`config.mk`:
```
export PLATFORM = sky130hd
export DESIGN_NAME = clarvi_pio_in
export DESIGN_NICKNAME = d
export VERILOG_FILES = /design/src/rtl/clarvi_pio_in.sv
export SDC_FILE = /design/constraint.sdc
export NUM_CORES = 1
export LEC_CHECK = 0
export ABC_AREA = 1
export BUFFER_PORTS_ARGS = -buffer_cell sky130_fd_sc_hd__buf_2
export CAP_MARGIN = 10
export CORE_MARGIN = 3
export CORE_UTILIZATION = 54
export CTS_CLUSTER_DIAMETER = 30
export CTS_CLUSTER_SIZE = 8
export DETAILED_ROUTE_END_ITERATION = 6
export GPL_TIMING_DRIVEN = 0
export HOLD_SLACK_MARGIN = 0.08
export PLACE_DENSITY = 0.87
export REMOVE_ABC_BUFFERS = 1
export SETUP_SLACK_MARGIN = 0.3
export SYNTH_ARGS = -nofsm -noshare
export SYNTH_HDL_FRONTEND = slang
export SYNTH_SLANG_ARGS = --single-unit
```
`constraint.sdc`:
```
create_clock -name clk_clk -period 2.3 [get_ports clk_clk]
set_input_delay 0.115 -clock clk_clk [delete_from_list [all_inputs] [get_ports clk_clk]]
set_output_delay 0.115 -clock clk_clk [all_outputs]
set_load 0.05 [all_outputs]
```
`src/rtl/clarvi_pio_in.sv`:
```
// clarvi_pio_in -- Avalon-MM input PIO for clarvi_soc.
// Synchronises (and optionally debounces) external pins, latches selected
// edges into a write-1-to-clear capture register and raises a maskable,
// registered level interrupt.
//
// Build option: define CLARVI_PIO_IN_DEBOUNCE_EN to include the per-pin
// debounce counters. Without it, DATA follows the synchronised pins every
// cycle and DEBOUNCE_CYCLES has no effect.
//
// Register map (word addresses, bits above WIDTH read as 0):
//   0 DATA  RO     debounced pin levels
//   1 MASK  RW     interrupt enable per pin
//   2 EDGE  R/W1C  captured edges
//   3 RAW   RO     synchronised pins, not debounced
module clarvi_pio_in #(
  parameter int WIDTH           = 8,
  parameter int DEBOUNCE_CYCLES = 500000,
  parameter int CAPTURE_RISE    = 1,
  parameter int CAPTURE_FALL    = 1
) (
  input  logic             clk_clk,
  input  logic             reset_reset_n,
  input  logic [WIDTH-1:0] pio_in,
  input  logic [1:0]       avs_address,
  input  logic             avs_read,
  input  logic             avs_write,
  input  logic [31:0]      avs_writedata,
  output logic [31:0]      avs_readdata,
  output logic             irq
);

  typedef enum logic [1:0] {
    ADDR_DATA = 2'd0,
    ADDR_MASK = 2'd1,
    ADDR_EDGE = 2'd2,
    ADDR_RAW  = 2'd3
  } reg_addr_e;

  // Reject parameter values the hardware cannot honour.
  if (WIDTH < 1 || WIDTH > 32 || DEBOUNCE_CYCLES < 2) begin : g_bad_param
    $error("clarvi_pio_in: WIDTH must be 1..32 and DEBOUNCE_CYCLES >= 2");
  end

  localparam logic [WIDTH-1:0] RISE_EN = (CAPTURE_RISE != 0) ? '1 : '0;
  localparam logic [WIDTH-1:0] FALL_EN = (CAPTURE_FALL != 0) ? '1 : '0;

  // Synchroniser and arming state
  logic [WIDTH-1:0] sync1_q, sync2_q;
  logic [1:0]       arm_cnt_q;
  logic             armed_q;

  // Level / edge / register state
  logic [WIDTH-1:0] data_q, data_d;
  logic [WIDTH-1:0] data_dly_q;
  logic [WIDTH-1:0] mask_q, mask_d;
  logic [WIDTH-1:0] edge_q, edge_d;
  logic [WIDTH-1:0] edge_set;
  logic [WIDTH-1:0] edge_clr;
  logic             irq_q;
  logic [31:0]      readdata_q, readdata_d;

  reg_addr_e        addr;
  logic [WIDTH-1:0] wdata;
  logic             unused_wdata;

  assign addr  = reg_addr_e'(avs_address);
  assign wdata = avs_writedata[WIDTH-1:0];
  // Upper write-data bits have no storage behind them.
  assign unused_wdata = ^avs_writedata;

  // Two-flop synchroniser for the asynchronous pins.
  always_ff @(posedge clk_clk or negedge reset_reset_n) begin
    if (!reset_reset_n) begin
      sync1_q <= '0;
      sync2_q <= '0;
    end else begin
      // NOTE: sequential state uses non-blocking assignments so every flop
      // samples the pre-edge value of its source, giving a true 2-stage chain.
      sync1_q <= pio_in;
      sync2_q <= sync1_q;
    end
  end

  // Arm edge capture once the synchroniser has been flushed after reset.
  always_ff @(posedge clk_clk or negedge reset_reset_n) begin
    if (!reset_reset_n) begin
      arm_cnt_q <= '0;
      armed_q   <= 1'b0;
    end else if (!armed_q) begin
      if (arm_cnt_q == 2'd2) begin
        armed_q <= 1'b1;
      end else begin
        arm_cnt_q <= arm_cnt_q + 2'd1;
      end
    end
  end

`ifdef CLARVI_PIO_IN_DEBOUNCE_EN
  localparam int               CNT_W    = $clog2(DEBOUNCE_CYCLES);
  localparam logic [CNT_W-1:0] CNT_LAST = CNT_W'(DEBOUNCE_CYCLES - 1);

  logic [WIDTH-1:0] sync_prev_q;
  logic [CNT_W-1:0] cnt_q [WIDTH];
  logic [CNT_W-1:0] cnt_d [WIDTH];

  // Per-pin debounce: count while the synchronised level differs from DATA
  // and is steady; accept it once the count reaches the last value.
  always_comb begin
    // NOTE: defaults first so every path assigns every output and no latch
    // is inferred.
    data_d = data_q;
    for (int i = 0; i < WIDTH; i++) begin
      cnt_d[i] = '0;
      if (!armed_q) begin
        data_d[i] = sync2_q[i];
      end else if (sync2_q[i] != data_q[i] && sync2_q[i] == sync_prev_q[i]) begin
        if (cnt_q[i] == CNT_LAST) begin
          data_d[i] = sync2_q[i];
        end else begin
          cnt_d[i] = cnt_q[i] + CNT_W'(1);
        end
      end
    end
  end

  // Debounce counters and the previous synchronised level.
  always_ff @(posedge clk_clk or negedge reset_reset_n) begin
    if (!reset_reset_n) begin
      sync_prev_q <= '0;
      // NOTE: the counter array is a handful of flops, not a RAM, so it is
      // cleared on reset to discard any level change in progress.
      for (int i = 0; i < WIDTH; i++) begin
        cnt_q[i] <= '0;
      end
    end else begin
      sync_prev_q <= sync2_q;
      for (int i = 0; i < WIDTH; i++) begin
        cnt_q[i] <= cnt_d[i];
      end
    end
  end
`else
  // Without debounce DATA is simply a third flop behind the synchroniser.
  always_comb begin
    data_d = sync2_q;
  end
`endif

  // DATA and its one-cycle-delayed copy; before arming both track the pins
  // so power-up settling never looks like an edge.
  always_ff @(posedge clk_clk or negedge reset_reset_n) begin
    if (!reset_reset_n) begin
      data_q     <= '0;
      data_dly_q <= '0;
    end else begin
      data_q     <= data_d;
      data_dly_q <= armed_q ? data_q : sync2_q;
    end
  end

  // Edge detection and register-file next state; a new edge beats a W1C.
  always_comb begin
    edge_set = '0;
    if (armed_q) begin
      edge_set = ((data_q & ~data_dly_q) & RISE_EN) |
                 ((~data_q & data_dly_q) & FALL_EN);
    end

    edge_clr = '0;
    if (avs_write && addr == ADDR_EDGE) begin
      edge_clr = wdata;
    end
    edge_d = (edge_q & ~edge_clr) | edge_set;

    mask_d = mask_q;
    if (avs_write && addr == ADDR_MASK) begin
      mask_d = wdata;
    end
  end

  // Read mux; the output register holds its value when no read is issued.
  always_comb begin
    readdata_d = readdata_q;
    if (avs_read) begin
      readdata_d = '0;
      unique case (addr)
        ADDR_DATA: readdata_d[WIDTH-1:0] = data_q;
        ADDR_MASK: readdata_d[WIDTH-1:0] = mask_q;
        ADDR_EDGE: readdata_d[WIDTH-1:0] = edge_q;
        ADDR_RAW:  readdata_d[WIDTH-1:0] = sync2_q;
        default:   readdata_d = '0;
      endcase
    end
  end

  // Software-visible registers, registered interrupt and read data.
  always_ff @(posedge clk_clk or negedge reset_reset_n) begin
    if (!reset_reset_n) begin
      mask_q     <= '0;
      edge_q     <= '0;
      irq_q      <= 1'b0;
      readdata_q <= '0;
    end else begin
      mask_q     <= mask_d;
      edge_q     <= edge_d;
      irq_q      <= |(edge_q & mask_q);
      readdata_q <= readdata_d;
    end
  end

  assign avs_readdata = readdata_q;
  assign irq          = irq_q;

endmodule

```
==> results.py <==
metrics = {
    "status": {
        "outcome": "completed",
    },
    "setup_path": {
        "critical_path.max_stage_delay_ns": 0.47,
        "timing.critical_path.slowest_stage_cell": "sky130_fd_sc_hd__inv_1",
        "worst-r2r-setup-slack_ns": 1.09,
        "timing.reg2reg.worst_path_depth": 2,
        "critical-path-top-delay-family": "buffers and inverters",
        "timing.critical_path.to": "edge_q[5]$_DFF_PN0_",
        "cp.buffers_inverters": 1,
        "critical_path.reg2reg.startpoint": "armed_q$_DFF_PN0_",
        "timing.critical_path.required_ns": 2.48,
        "path_max_fanout": 24,
        "rr_endpoint": "edge_q[5]$_DFF_PN0_",
        "crit_type": "register to register",
        "critPathArrivalTime_ns": 1.39,
        "crit_cells": 2,
        "worstSetupStartpoint": "armed_q$_DFF_PN0_",
        "crit_path_start_kind": "register",
        "worstSetupEndpointType": "register",
        "critical_path.cell_chain": "inv_1 -> o21ai_0",
    },
    "cells_and_area": {
        "fill_cells": 361,
        "finalNetCount": 352,
        "combined_area_of_the_multi_input_logic_cells_sq_um": 801,
        "diodes": 0,
        "ff_latch_area_sq_mm": 0.00150,
        "finish.utilization_pct": 66.7,
        "finalNonFillerCells": 361,
        "drive_above_1_share_pct": 16.2,
        "flow.area_growth_from_synthesis_pct": 16.2,
    },
    "hold_path": {
        "timing.hold.worst.start": "avs_writedata[1]",
        "worst_hold_path_type": "input port to register",
    },
    "synth": {
        "ys_top_cells_by_area": "sky130_fd_sc_hd__dfrtp_1, sky130_fd_sc_hd__nand2_1, sky130_fd_sc_hd__buf_4, sky130_fd_sc_hd__o21ai_0, sky130_fd_sc_hd__nand3_1",
        "async_reset_ff_share_pct": 100,
        "synth.yosys.seq_area_share_pct": 58.8,
        "synth_area_sq_mm": 0.00255,
        "postSynthAreaPerCell_sq_um": 9.97,
        "yosys_register_bits": 60,
        "yosys_most_used_dff": "sky130_fd_sc_hd__dfrtp_1",
        "synth_top_area_cell": "sky130_fd_sc_hd__dfrtp_1",
        "top_count_cell_post_synth": "sky130_fd_sc_hd__dfrtp_1",
        "netlist.area_leader.share_pct": 58.8,
        "netlist_instances": 256,
        "synth_enable_flop_cells": 0,
        "synth_cell_type_count": 23,
        "yosysWarningCount": 0,
        "netlist_top_cells_count": "sky130_fd_sc_hd__dfrtp_1, sky130_fd_sc_hd__nand2_1, sky130_fd_sc_hd__o21ai_0, sky130_fd_sc_hd__buf_4, sky130_fd_sc_hd__inv_1",
    },
    "global_routing": {
        "antenna_violations_before_repair": 0,
        "grt_first_pass_wirelength_um": 8000,
        "grt_start_max_net_pins": 40,
        "groute.usage.overall_pct": 19.7,
        "grt_pass1_vias": 1785,
        "global_route_overflow": 0,
    },
    "sta": {
        "timing.slew.headroom_pct": 40.2,
        "holdWs_ns": 0.104,
        "final.period_utilization_pct": 52.5,
        "rsz_0062_raised_after_global_routing": "no",
        "max_freq_mhz": 829,
        "report.final.hold_viol_count": 0,
        "drv_slew": 0,
        "worst_pin_slew_ns": 0.897,
        "timing.final.setup_violations": 0,
        "fin_tns_setup_ns": 0,
        "final_period_minus_worst_setup_slack_ns": 1.21,
        "finalClockSkew_ns": 0.0104,
        "fin_ws_ns": 1.09,
    },
    "clock_tree": {
        "clock_insertion_delay_worst_skew_ns": 0.33,
        "clock_tree_from_tritoncts": "built",
        "h-tree-depth": 3,
        "root_buffer": "sky130_fd_sc_hd__clkbuf_8",
        "tritoncts.num_buffers": 9,
        "reg_clk_slew_reported_paths_ns": 0.07,
        "cts_resized": 0,
        "tritoncts_num_sinks": 60,
        "cts_buffer_depth": 2,
    },
    "pwr": {
        "pwr_density_cell_mw_per_mm2": 800,
        "p_leak_nw": 1.46,
        "ir_worst_vdd_v": 0.000404,
    },
    "die": {
        "area_of_the_die_sq_mm": 0.00559,
        "die_w_um": 74.8,
        "top_level_ports": 79,
        "die_height_um": 74.8,
        "core_box_area_sq_mm": 0.00444,
        "fp-row-count": 24,
        "initial_utilization_pct": 57.4,
    },
    "route": {
        "first_iter_violations": 150,
        "route.detailed.vias_per_inst": 4.87,
        "routedLengthMet1_um": 1910,
        "met3_wirelength_um": 278,
        "wire_length_on_met2_um": 2340,
        "detail_route.drc_violations": 0,
        "wire_per_inst_um": 12.7,
        "drt_pre_antenna_iters": 5,
        "finalWirelength_um": 4600,
        "detail-route-antenna-nets": 0,
        "routed-via-count": 1758,
        "top_layer": "met4",
    },
    "job": {
        "drv_cap": 0,
    },
    "placement": {
        "numPortBuffers": 30,
        "place_inst": 330,
        "post-place-ws_ns": 1.09,
        "replace_congestion": 0.810,
        "dp_hpwl_um": 3060,
    },
}
worst min-delay path, delay by kind of cell:
family          cells  cell delay (ns)
compound gates      1             0.10
buf+inv             2             0.15
cells by family after synthesis:
logic type,share of synthesized area (%)
other,0.147
AO/OA/AOI/OAI,10.4
adder cells (fa/ha/maj),0.490
XOR/XNOR,3.09
buffers and inverters,13.2
flip-flops,58.8
AND/OR/NAND/NOR,13.9
worst min path at each step:
| stage | to | slack, ns | depth (start not counted) |
|---|---|---|---|
| 4_1_cts | mask_q[1]$_DFFE_PN0P_ | 0.09 | 3 |
| 5_1_grt | mask_q[1]$_DFFE_PN0P_ | 0.14 | 3 |
| 6_report | mask_q[1]$_DFFE_PN0P_ | 0.10 | 3 |
| 3_3_place_gp | sync1_q[1]$_DFF_PN0_ | 0.22 | 1 |
| 3_5_place_dp | sync1_q[1]$_DFF_PN0_ | 0.22 | 1 |
| 2_1_floorplan | arm_cnt_q[0]$_DFFE_PN0P_ | -0.18 | 0 |
report_power, final:
group / internal [mW] / total (mW) / switching, mW
Combinational: 0.109 / 0.387 / 0.278
Clock: 0.441 / 0.804 / 0.363
Sequential: 1.13 / 1.18 / 0.0482
placed cells by master (no fill, tap or decap), drive strengths merged, types with 8 or more instances in the layout:
master        n
clkbuf       13
buf          31
a21oi         8
conb         24
inv          23
o21bai        8
dlygate4sd3  16
nand3        18
nand2        58
dfrtp        60
xnor2         8
o21ai        33
sequential cells by signal, summed over array words and instances, names as in the netlist:
register / cells
arm_cnt_q: 2
data_dly_q: 8
avs_readdata: 8
edge_q: 8
mask_q: 8
irq: 1
sync1_q: 8
data_q: 8
armed_q: 1
data_d: 8
routing by layer:
layer / GRT usage, % / up-vias
met4: 8.70 / 0
met2: 31.0 / 57
met1: 24.5 / 829
met5: 0 / -
li1: - / 866
met3: 7.08 / 6
per-stage QoR:
stage | power (mW) | instance area, sq um
2_1_floorplan | 1.46 | 2390
3_3_place_gp | 1.55 | 2610
3_5_place_dp | 1.57 | 2640
4_1_cts | 2.40 | 2970
5_1_grt | 2.51 | 2970
6_report | 2.37 | 2970
repair_timing:
| action | 4_1_cts | 5_1_grt |
|---|---|---|
| endpoints found under the hold margin | 53 | 0 |
| setup buffers | 0 | 0 |
| hold buffers | 16 | 0 |
layout make-up:
cell class	count	area share [%]
Inverter	23	3.08
Clock buffer	13	5.36
Timing Repair Buffer	47	11.4
Sequential cell	60	50.6
Tap cell	52	2.19
Multi-Input combinational cell	164	27.0
Clock inverter	2	0.338
(Power assumes the default switching activity.)
